## config.mk

```make
export PLATFORM = sky130hd
export DESIGN_NAME = stoch_sng_dru_flat
export DESIGN_NICKNAME = d
export VERILOG_FILES = /design/src/rtl/stoch_sng_dru_if.sv /design/src/rtl/stoch_sng_dru.sv /design/src/flat_wrapper.sv
export SDC_FILE = /design/constraint.sdc
export NUM_CORES = 1
export LEC_CHECK = 0
export CAP_MARGIN = 10
export CORE_AREA = 10 10 47 49
export CTS_BUF_LIST = sky130_fd_sc_hd__clkbuf_4 sky130_fd_sc_hd__clkbuf_8
export DETAILED_ROUTE_END_ITERATION = 16
export DIE_AREA = 0 0 57 59
export GPL_TIMING_DRIVEN = 0
export HOLD_SLACK_MARGIN = 0.05
export PLACE_DENSITY = 0.84
export SYNTH_ARGS = -nofsm -noshare
export SYNTH_HDL_FRONTEND = slang
export SYNTH_SLANG_ARGS = --single-unit
```

## constraint.sdc

```tcl
create_clock -name clk -period 2.94 [get_ports clk]
set_clock_uncertainty 0.1 [all_clocks]
set_input_delay 0.294 -clock clk [delete_from_list [all_inputs] [get_ports clk]]
set_output_delay 0.294 -clock clk [all_outputs]
set_load 0.05 [all_outputs]
```

## src/rtl/stoch_sng_dru_if.sv

```systemverilog
// Bundles the data signals of the stochastic encode/decode pair.
//   A       : unsigned value to encode (driven by the master)
//   Y       : stochastic bitstream (driven by the slave)
//   a       : recovered value, updated once per LFSR period (slave)
//   a_valid : one-cycle pulse when a is updated (slave)
interface stoch_sng_dru_if #(
  parameter int unsigned n = 4
);
  logic [n-1:0] A;
  logic         Y;
  logic [n-1:0] a;
  logic         a_valid;

  modport master (
    output A,
    input  Y,
    input  a,
    input  a_valid
  );

  modport slave (
    input  A,
    output Y,
    output a,
    output a_valid
  );
endinterface

```

## src/rtl/stoch_sng_dru.sv

```systemverilog
// Stochastic number generator plus de-randomizer.
// The SNG compares A against a maximal-length Fibonacci LFSR, giving a serial
// bitstream Y with exactly A ones per LFSR period. The DRU counts the ones in
// Y over one full period and presents the count on a, with a one-cycle
// a_valid pulse.
//   clk : clock, rising edge
//   rst : asynchronous active-low reset
//   bus : stoch_sng_dru_if slave (A in; Y, a, a_valid out)
module stoch_sng_dru #(
  parameter int unsigned n = 4
) (
  input  logic            clk,
  input  logic            rst,
  stoch_sng_dru_if.slave  bus
);

  // Feedback taps as a bit mask (bit t-1 set for 1-based tap t).
  function automatic logic [15:0] tap_mask(input int unsigned w);
    case (w)
      3:       tap_mask = 16'h0006;
      4:       tap_mask = 16'h000C;
      5:       tap_mask = 16'h0014;
      6:       tap_mask = 16'h0030;
      7:       tap_mask = 16'h0060;
      8:       tap_mask = 16'h00B8;
      9:       tap_mask = 16'h0110;
      10:      tap_mask = 16'h0240;
      11:      tap_mask = 16'h0500;
      12:      tap_mask = 16'h0829;
      13:      tap_mask = 16'h100D;
      14:      tap_mask = 16'h2015;
      15:      tap_mask = 16'h6000;
      16:      tap_mask = 16'hD008;
      default: tap_mask = 16'h0000;
    endcase
  endfunction

  localparam logic [15:0]  TapMaskFull = tap_mask(n);
  localparam logic [n-1:0] TapMask     = TapMaskFull[n-1:0];
  // Last window count is P-1 = 2^n - 2.
  localparam logic [n-1:0] WcntLast    = {{(n-1){1'b1}}, 1'b0};
  localparam logic [n-1:0] LfsrSeed    = {{(n-1){1'b0}}, 1'b1};

  logic [n-1:0] lfsr_q, lfsr_d;
  logic [n-1:0] wcnt_q, wcnt_d;
  logic [n-1:0] ones_q, ones_d;
  logic [n-1:0] a_q, a_d;
  logic         a_valid_q, a_valid_d;
  logic         y;
  logic         fb;
  logic [n-1:0] y_ext;

  assign y     = (bus.A >= lfsr_q);
  assign y_ext = {{(n-1){1'b0}}, y};
  assign fb    = ^(lfsr_q & TapMask);

  always_comb begin
    lfsr_d    = {lfsr_q[n-2:0], fb};
    wcnt_d    = wcnt_q + 1'b1;
    ones_d    = ones_q + y_ext;
    a_d       = a_q;
    a_valid_d = 1'b0;
    if (wcnt_q == WcntLast) begin
      // ones_q <= P-1 here, so ones_q + y never exceeds P = 2^n - 1.
      a_d       = ones_q + y_ext;
      a_valid_d = 1'b1;
      ones_d    = '0;
      wcnt_d    = '0;
    end
  end

  always_ff @(posedge clk or negedge rst) begin
    if (!rst) begin
      lfsr_q    <= LfsrSeed;
      wcnt_q    <= '0;
      ones_q    <= '0;
      a_q       <= '0;
      a_valid_q <= 1'b0;
    end else begin
      lfsr_q    <= lfsr_d;
      wcnt_q    <= wcnt_d;
      ones_q    <= ones_d;
      a_q       <= a_d;
      a_valid_q <= a_valid_d;
    end
  end

  assign bus.Y       = y;
  assign bus.a       = a_q;
  assign bus.a_valid = a_valid_q;

endmodule

```

## src/flat_wrapper.sv

```systemverilog
// flat-port wrapper written by rule: the top's interface ports become plain ports
module stoch_sng_dru_flat 
#(
  parameter int unsigned n = 4
)
  (clk, rst, bus_A, bus_Y, bus_a, bus_a_valid);
  stoch_sng_dru_if #(.n(n)) bus_i ();
  input  logic clk;
  input  logic rst;
  input wire logic [$bits(bus_i.A)-1:0] bus_A;
  output wire logic [$bits(bus_i.Y)-1:0] bus_Y;
  output wire logic [$bits(bus_i.a)-1:0] bus_a;
  output wire logic [$bits(bus_i.a_valid)-1:0] bus_a_valid;
  assign bus_i.A = bus_A;
  assign bus_Y = bus_i.Y;
  assign bus_a = bus_i.a;
  assign bus_a_valid = bus_i.a_valid;
  stoch_sng_dru #(.n(n)) u_core (.clk(clk), .rst(rst), .bus(bus_i));
endmodule
```

==> results of run 1 <==
## layout by cell type (no fill, tap or decap)
cell	n
sky130_fd_sc_hd__xor2_1	2
sky130_fd_sc_hd__nand2b_1	2
sky130_fd_sc_hd__o21ai_0	5
sky130_fd_sc_hd__nor2_1	2
sky130_fd_sc_hd__ha_1	6
sky130_fd_sc_hd__clkbuf_4	3
sky130_fd_sc_hd__xnor2_1	1
sky130_fd_sc_hd__nand4b_4	1
sky130_fd_sc_hd__o21ai_1	1
sky130_fd_sc_hd__clkinv_2	1
sky130_fd_sc_hd__mux2_2	1
sky130_fd_sc_hd__nand2_1	7
sky130_fd_sc_hd__inv_1	5
sky130_fd_sc_hd__clkdlybuf4s50_1	11
sky130_fd_sc_hd__a31oi_1	1
sky130_fd_sc_hd__dfrtp_1	16
sky130_fd_sc_hd__dfstp_2	1
sky130_fd_sc_hd__nand3_1	1
sky130_fd_sc_hd__and2_2	2
sky130_fd_sc_hd__mux2_4	2
sky130_fd_sc_hd__a21oi_1	3
## routing by layer
metal / track usage, % / vias up
met5: 0 / -
met4: 5.03 / 0
met3: 2.79 / 0
met2: 13.3 / 6
met1: 7.64 / 232
li1: - / 228
## critical path: stages
cell and delay [ps]:
sky130_fd_sc_hd__clkdlybuf4s50_1 450, sky130_fd_sc_hd__inv_1 40, sky130_fd_sc_hd__ha_1 250, sky130_fd_sc_hd__nand2b_1 90
sky130_fd_sc_hd__a21oi_1 70, sky130_fd_sc_hd__o21ai_1 190, sky130_fd_sc_hd__clkdlybuf4s50_1 840
## power groups by stage
stage / clock network (mW) / registers [mW] / logic, mW
after floorplan: 0 / 0.400 / 0.0737
after global placement: 0 / 0.300 / 0.257
after detailed placement: 0 / 0.306 / 0.260
after CTS: 0.125 / 0.301 / 0.261
after global routing: 0.131 / 0.307 / 0.277
final: 0.120 / 0.299 / 0.257
## cell families after synthesis
logic type / share of synthesized area [%]
compound gates: 7.03
xor+xnor: 3.60
fa+ha+maj: 10.3
buf+inv: 2.57
flops: 58.5
mux: 5.66
simple gates: 12.3
## sequential cells by signal, summed over array words and instances (netlist names)
name                count
u_core.wcnt_q           4
u_core.bus.a_valid      1
u_core.ones_q           4
u_core.lfsr_q           4
u_core.bus.a            4
## Yosys cell counts
master / number / area [um2]
sky130_fd_sc_hd__mux2_4: 2 / 30.0
sky130_fd_sc_hd__nand4b_4: 1 / 23.8
sky130_fd_sc_hd__inv_1: 5 / 18.8
sky130_fd_sc_hd__nand2_1: 7 / 26.3
sky130_fd_sc_hd__xor2_1: 2 / 17.5
sky130_fd_sc_hd__nor2_1: 2 / 7.51
sky130_fd_sc_hd__and2_2: 2 / 15.0
sky130_fd_sc_hd__dfrtp_1: 16 / 400
sky130_fd_sc_hd__xnor2_1: 1 / 8.76
sky130_fd_sc_hd__a21oi_1: 3 / 15.0
sky130_fd_sc_hd__o21ai_0: 6 / 30.0
sky130_fd_sc_hd__nand3_1: 1 / 5.00
sky130_fd_sc_hd__ha_1: 6 / 75.1
sky130_fd_sc_hd__dfstp_2: 1 / 26.3
sky130_fd_sc_hd__mux2_2: 1 / 11.3
sky130_fd_sc_hd__nand2b_1: 2 / 12.5
sky130_fd_sc_hd__a31oi_1: 1 / 6.26
## cell type report
| class | count | area (um2) |
|---|---|---|
| clock buffers | 3 | 22.5 |
| clock inverters | 1 | 5.00 |
| fillers | 119 | 514 |
| inverters | 5 | 18.8 |
| multi-input cells | 37 | 284 |
| flip-flops and latches | 17 | 427 |
| well taps | 16 | 20.0 |
| repair buffers | 11 | 110 |
## how the worst max path moves through the flow
stage	startpoint	end	slack, ps
5_1_grt	bus_A[0]	bus_Y	210
4_1_cts	bus_A[0]	bus_Y	290
6_report	bus_A[0]	bus_Y	320
3_3_place_gp	bus_A[0]	bus_Y	330
2_1_floorplan	u_core.lfsr_q[0]$_DFF_PN1_	u_core.bus.a[1]$_DFFE_PN0P_	410
3_5_place_dp	bus_A[0]	bus_Y	290
==> results.md, run 1 <==
* Run status: completed
* Final ANT Viol Nets at 0
* Clock group share of total power at 17.7%
* Via count normalized by instance count at 5.18
* Vias at 466
* Proportion of layout cells with a drive suffix above 1 at 14.9%
* Placed wire-length estimate at 922 um
* Hold Crit Class: reg -> reg
* Syn Nets at 71
* Endpoint of the most critical register-to-register path: u_core.bus.a[1]$_DFFE_PN0P_
* Peak supply drop at 564 uV
* Uppermost signal routing layer after detailed routing: met3
* Total DRC errors in the routed layout at 0
* Hold path startpoint: u_core.lfsr_q[1]$_DFF_PN0_
* Clock period minus worst slack at 2620 ps
* Clock-pin slew of the registers on the worst-case setup and hold paths at 90 ps
* Final-layout worst hold slack at 287 ps
* Maximum clock rate at 381 MHz
* Sequential-to-total area share from yosys stat at 58.5%
* Number of cells traversed by the worst register-to-register path at 7
* Fraction of power spent switching nets at 36.4%
* Starting density of the core at 52.1%
* Gate power share at 38.0%
* Total of warnings raised by yosys at 0
* Number of global-route vias before repair at 475
* Minimum setup slack in the final design at 319 ps
* Detailed Route Iter0 Violations at 5
* Number of I/O pins at 12
* Port Buffers at 11
* Final-stage net count at 87
* Final slew viol count at 0
* Period Utilization, post-route at 89.2%
* RD Place Congestion at 0.685
* Critical path data required time at 2550 ps
* Critical path start-end classification: in -> out
* CTS buffer count at 3
* Overall overflow remaining after global route at 0
* Arrival time at the worst endpoint at 2230 ps
* Root Buffer Master: sky130_fd_sc_hd__clkbuf_4
* Final Hold Vio Count at 0
* Switching power at 246 uW
* Worst min-delay path endpoint: u_core.lfsr_q[2]$_DFF_PN0_
* Clk Latency, worst-skew pair at 290 ps
* Type of element launching the critical path: input port
* Critical path peak fanout at 2
* Sequential group share of total power at 44.3%
* Count of TritonRoute iterations in the first routing pass at 2
* Tot GR Track Use at 7.71%
* Hold-fix buffers, CTS at 0
* Count of cells along the worst hold path at 0
* Total power of the final layout at 676 uW
* Total met2 wirelength after detailed routing at 608 um
* Die area at 3360 um2
* Clock tree from TritonCTS: built
* Final Setup Violations at 0
* Number of buffers inserted to repair setup after CTS at 0
* CP Capture Type: output port
* Level count of the clock H-tree at 1
* Number of distinct library cells after synthesis at 17
* Met3 layer wire length in the routed design at 74 um
* Static leakage at 0.418 nW
* Placed inst area at 860 um2
* Die height at 59 um
* Total negative slack for setup checks at 0 ps
* Post_cts resized at 0
* Cell total after placement at 86
* Site Rows at 14
* Avg WL per Cell at 12.5 um
* Routed Wire Length at 1130 um
* Post-layout instance area at 887 um2
* Number of cells produced by synthesis at 59
* Count of non-filler cells in the finished layout at 90
* Max Cap Viol at 0
* Max-Slew Margin vs Limit at 52.5%
* Maximum number of pins on one net before global-route repair at 18
* Utilization of the core after routing at 63.3%
* CTS max path bufs at 2
* Die width at 57 um
* Layout Area Growth over Synthesis at 21.6%
* Flop2flop setup slack at 790 ps
* Number of antenna violations at the first check in global routing at 0
* Unrepaired setup endpoints after global routing: false
* Critical register-to-register path startpoint: u_core.lfsr_q[0]$_DFF_PN1_
* Place WS at 291 ps
* Detailed-route wire length on metal 1 at 445 um
* Antenna diode count at 0
* Core region area at 1400 um2
* Measured slew at the worst slew-check pin at 710 ps
* First-pass GRT wire length at 2030 um
* Cell Int Power at 430 uW
* Synthesis-stage register bit count at 17
* Syn_area_per_cell at 12.4 um2
* PwrDens at 762 nW/um2
* CTS Sinks at 17
* Post-synthesis cell area at 729 um2
Note: power is estimated with default switching activity, not from simulation.
==> run 2, diff against run 1 <==
- CORE_AREA: 10 10 47 49 -> unset
- CORE_MARGIN: unset -> 10
- CORE_UTILIZATION: unset -> 25
- DIE_AREA: 0 0 57 59 -> unset
- PLACE_DENSITY: 0.84 -> 0.46
==> results.md, run 2 (same netlist as run 1, synthesis figures left out) <==
* Max Cap Viol at 0 (unchanged)
* Site Rows at 19 (was 14)
* Critical path peak fanout at 2 (unchanged)
* Switching power at 247 uW (was 246 uW)
* Clock tree from TritonCTS: built (unchanged)
* Routed Wire Length at 1210 um (was 1130 um)
* Clk Latency, worst-skew pair at 290 ps (about the same)
* Final Hold Vio Count at 0 (unchanged)
* Avg WL per Cell at 11.5 um (was 12.5 um)
* Startpoint of the worst setup timing path: bus_A[0] (unchanged)
* Tot GR Track Use at 5.16% (was 7.71%)
* Level count of the clock H-tree at 1 (unchanged)
* Sequential group share of total power at 44.0% (was 44.3%)
* Total negative slack for setup checks at 0 ps (unchanged)
* Proportion of layout cells with a drive suffix above 1 at 14.9% (unchanged)
* Unrepaired setup endpoints after global routing: false (unchanged)
* Total power of the final layout at 676 uW (about the same)
* Port Buffers at 11 (unchanged)
* Total DRC errors in the routed layout at 0 (unchanged)
* Maximum number of pins on one net before global-route repair at 18 (unchanged)
* Critical register-to-register path startpoint: u_core.lfsr_q[0]$_DFF_PN1_ (unchanged)
* Die area at 5480 um2 (was 3360 um2)
* Vias at 458 (was 466)
* Type of element launching the critical path: input port (unchanged)
* RD Place Congestion at 0.658 (was 0.685)
* Count of cells along the worst hold path at 0 (unchanged)
* PwrDens at 746 nW/um2 (was 762 nW/um2)
* Run status: completed (unchanged)
* Hold Crit Class: reg -> reg (unchanged)
* Measured slew at the worst slew-check pin at 740 ps (was 710 ps)
* Final slew viol count at 0 (unchanged)
* Arrival time at the worst endpoint at 2240 ps (was 2230 ps)
* Final-stage net count at 87 (unchanged)
* Final ANT Viol Nets at 0 (unchanged)
* Final-layout worst hold slack at 294 ps (was 287 ps)
* Most frequent standard cell in the layout excluding fill and tap cells: sky130_fd_sc_hd__dfrtp_1 (unchanged)
* Detailed Route Iter0 Violations at 12 (was 5)
* Static leakage at 0.418 nW (unchanged)
* Clock-pin slew of the registers on the worst-case setup and hold paths at 100 ps (was 90 ps)
* Filler cell count at 287 (was 119)
* Fraction of power spent switching nets at 36.5% (was 36.4%)
* Max-Slew Margin vs Limit at 50.5% (was 52.5%)
* Hold-fix buffers, CTS at 0 (unchanged)
* Critical path start-end classification: in -> out (unchanged)
* Antenna diode count at 0 (unchanged)
* Most used cells in the layout excluding fill and tap cells: sky130_fd_sc_hd__dfrtp_1, sky130_fd_sc_hd__clkdlybuf4s50_1, sky130_fd_sc_hd__nand2_1 (unchanged)
* Number of I/O pins at 12 (unchanged)
* CP Capture Type: output port (unchanged)
* Gate power share at 37.8% (was 38.0%)
* Cell Int Power at 429 uW (was 430 uW)
* Hold path startpoint: u_core.lfsr_q[1]$_DFF_PN0_ (unchanged)
* Layout Area Growth over Synthesis at 24.2% (was 21.6%)
* Peak supply drop at 428 uV (was 564 uV)
* CTS max path bufs at 2 (unchanged)
* Die height at 74.0 um (was 59 um)
* Critical path data required time at 2550 ps (about the same)
* First-pass GRT wire length at 2170 um (was 2030 um)
* Overall overflow remaining after global route at 0 (unchanged)
* Post_cts resized at 0 (unchanged)
* Number of buffers inserted to repair setup after CTS at 0 (unchanged)
* Maximum clock rate at 380 MHz (was 381 MHz)
* Clock group share of total power at 18.2% (was 17.7%)
* CTS buffer count at 3 (unchanged)
* Final Setup Violations at 0 (unchanged)
* Number of global-route vias before repair at 493 (was 475)
* Number of antenna violations at the first check in global routing at 0 (unchanged)
* Core region area at 2780 um2 (was 1400 um2)
* Number of cells traversed by the worst register-to-register path at 7 (unchanged)
* Clock period minus worst slack at 2630 ps (was 2620 ps)
* Root Buffer Master: sky130_fd_sc_hd__clkbuf_4 (unchanged)
* Starting density of the core at 26.2% (was 52.1%)
* Period Utilization, post-route at 89.6% (was 89.2%)
* Placed wire-length estimate at 893 um (was 922 um)
* Via count normalized by instance count at 4.36 (was 5.18)
* CTS Sinks at 17 (unchanged)
* Count of TritonRoute iterations in the first routing pass at 2 (unchanged)
* Die width at 74.0 um (was 57 um)
run 2: metrics by stage:
step | setup slack [ps] | util (%) | instances | instance area (um2)
final | 307 | 32.6 | 105 | 906
after global routing | 192 | 32.6 | 105 | 906
after CTS | 265 | 32.6 | 105 | 906
after detailed placement | 272 | 31.6 | 101 | 878
after global placement | 298 | 31.6 | 101 | 878
after floorplan | 408 | - | 59 | 729
run 2: per-layer routing:
layer,global-route usage [%],vias to the layer above,part of all wire [%]
li1,-,226,-
met1,5.38,216,40
met2,7.77,12,44
met3,2.79,4,13
met4,3.73,0,2.3
met5,0,-,0
run 2: final cells by class:
cell class,count,area (um2),area share (%)
tap,31,38.8,4.28
inverter,5,18.8,2.07
sequential,17,427,47.1
multi-input combinational,37,284,31.4
clock buffer,3,22.5,2.49
timing repair buffer,11,110,12.2
clock inverter,1,5.00,0.552
run 2: path summary, 6_finish.rpt:
kind,endpoint,slack [ps]
min in group asynchronous,u_core.wcnt_q[1]$_DFF_PN0_,330
setup reg to reg,u_core.bus.a[1]$_DFFE_PN0P_,820
max in group asynchronous,u_core.bus.a[2]$_DFFE_PN0P_,1940
hold / removal,u_core.lfsr_q[2]$_DFF_PN0_,290
hold reg to reg,u_core.lfsr_q[2]$_DFF_PN0_,290
setup / recovery,bus_Y,310
run 2: worst max-delay path, stage by stage:
cell,delay (ps)
sky130_fd_sc_hd__clkdlybuf4s50_1,450
sky130_fd_sc_hd__inv_1,40
sky130_fd_sc_hd__ha_1,260
sky130_fd_sc_hd__nand2b_1,90
sky130_fd_sc_hd__a21oi_1,60
sky130_fd_sc_hd__o21ai_1,200
sky130_fd_sc_hd__clkdlybuf4s50_1,840
run 2: power by group through the flow:
stage / Sequential, mW / Clock [mW] / Combinational [mW]
after floorplan: 0.400 / 0 / 0.0737
after global placement: 0.302 / 0 / 0.258
after detailed placement: 0.303 / 0 / 0.258
after CTS: 0.299 / 0.133 / 0.262
after global routing: 0.304 / 0.146 / 0.277
final: 0.297 / 0.123 / 0.256
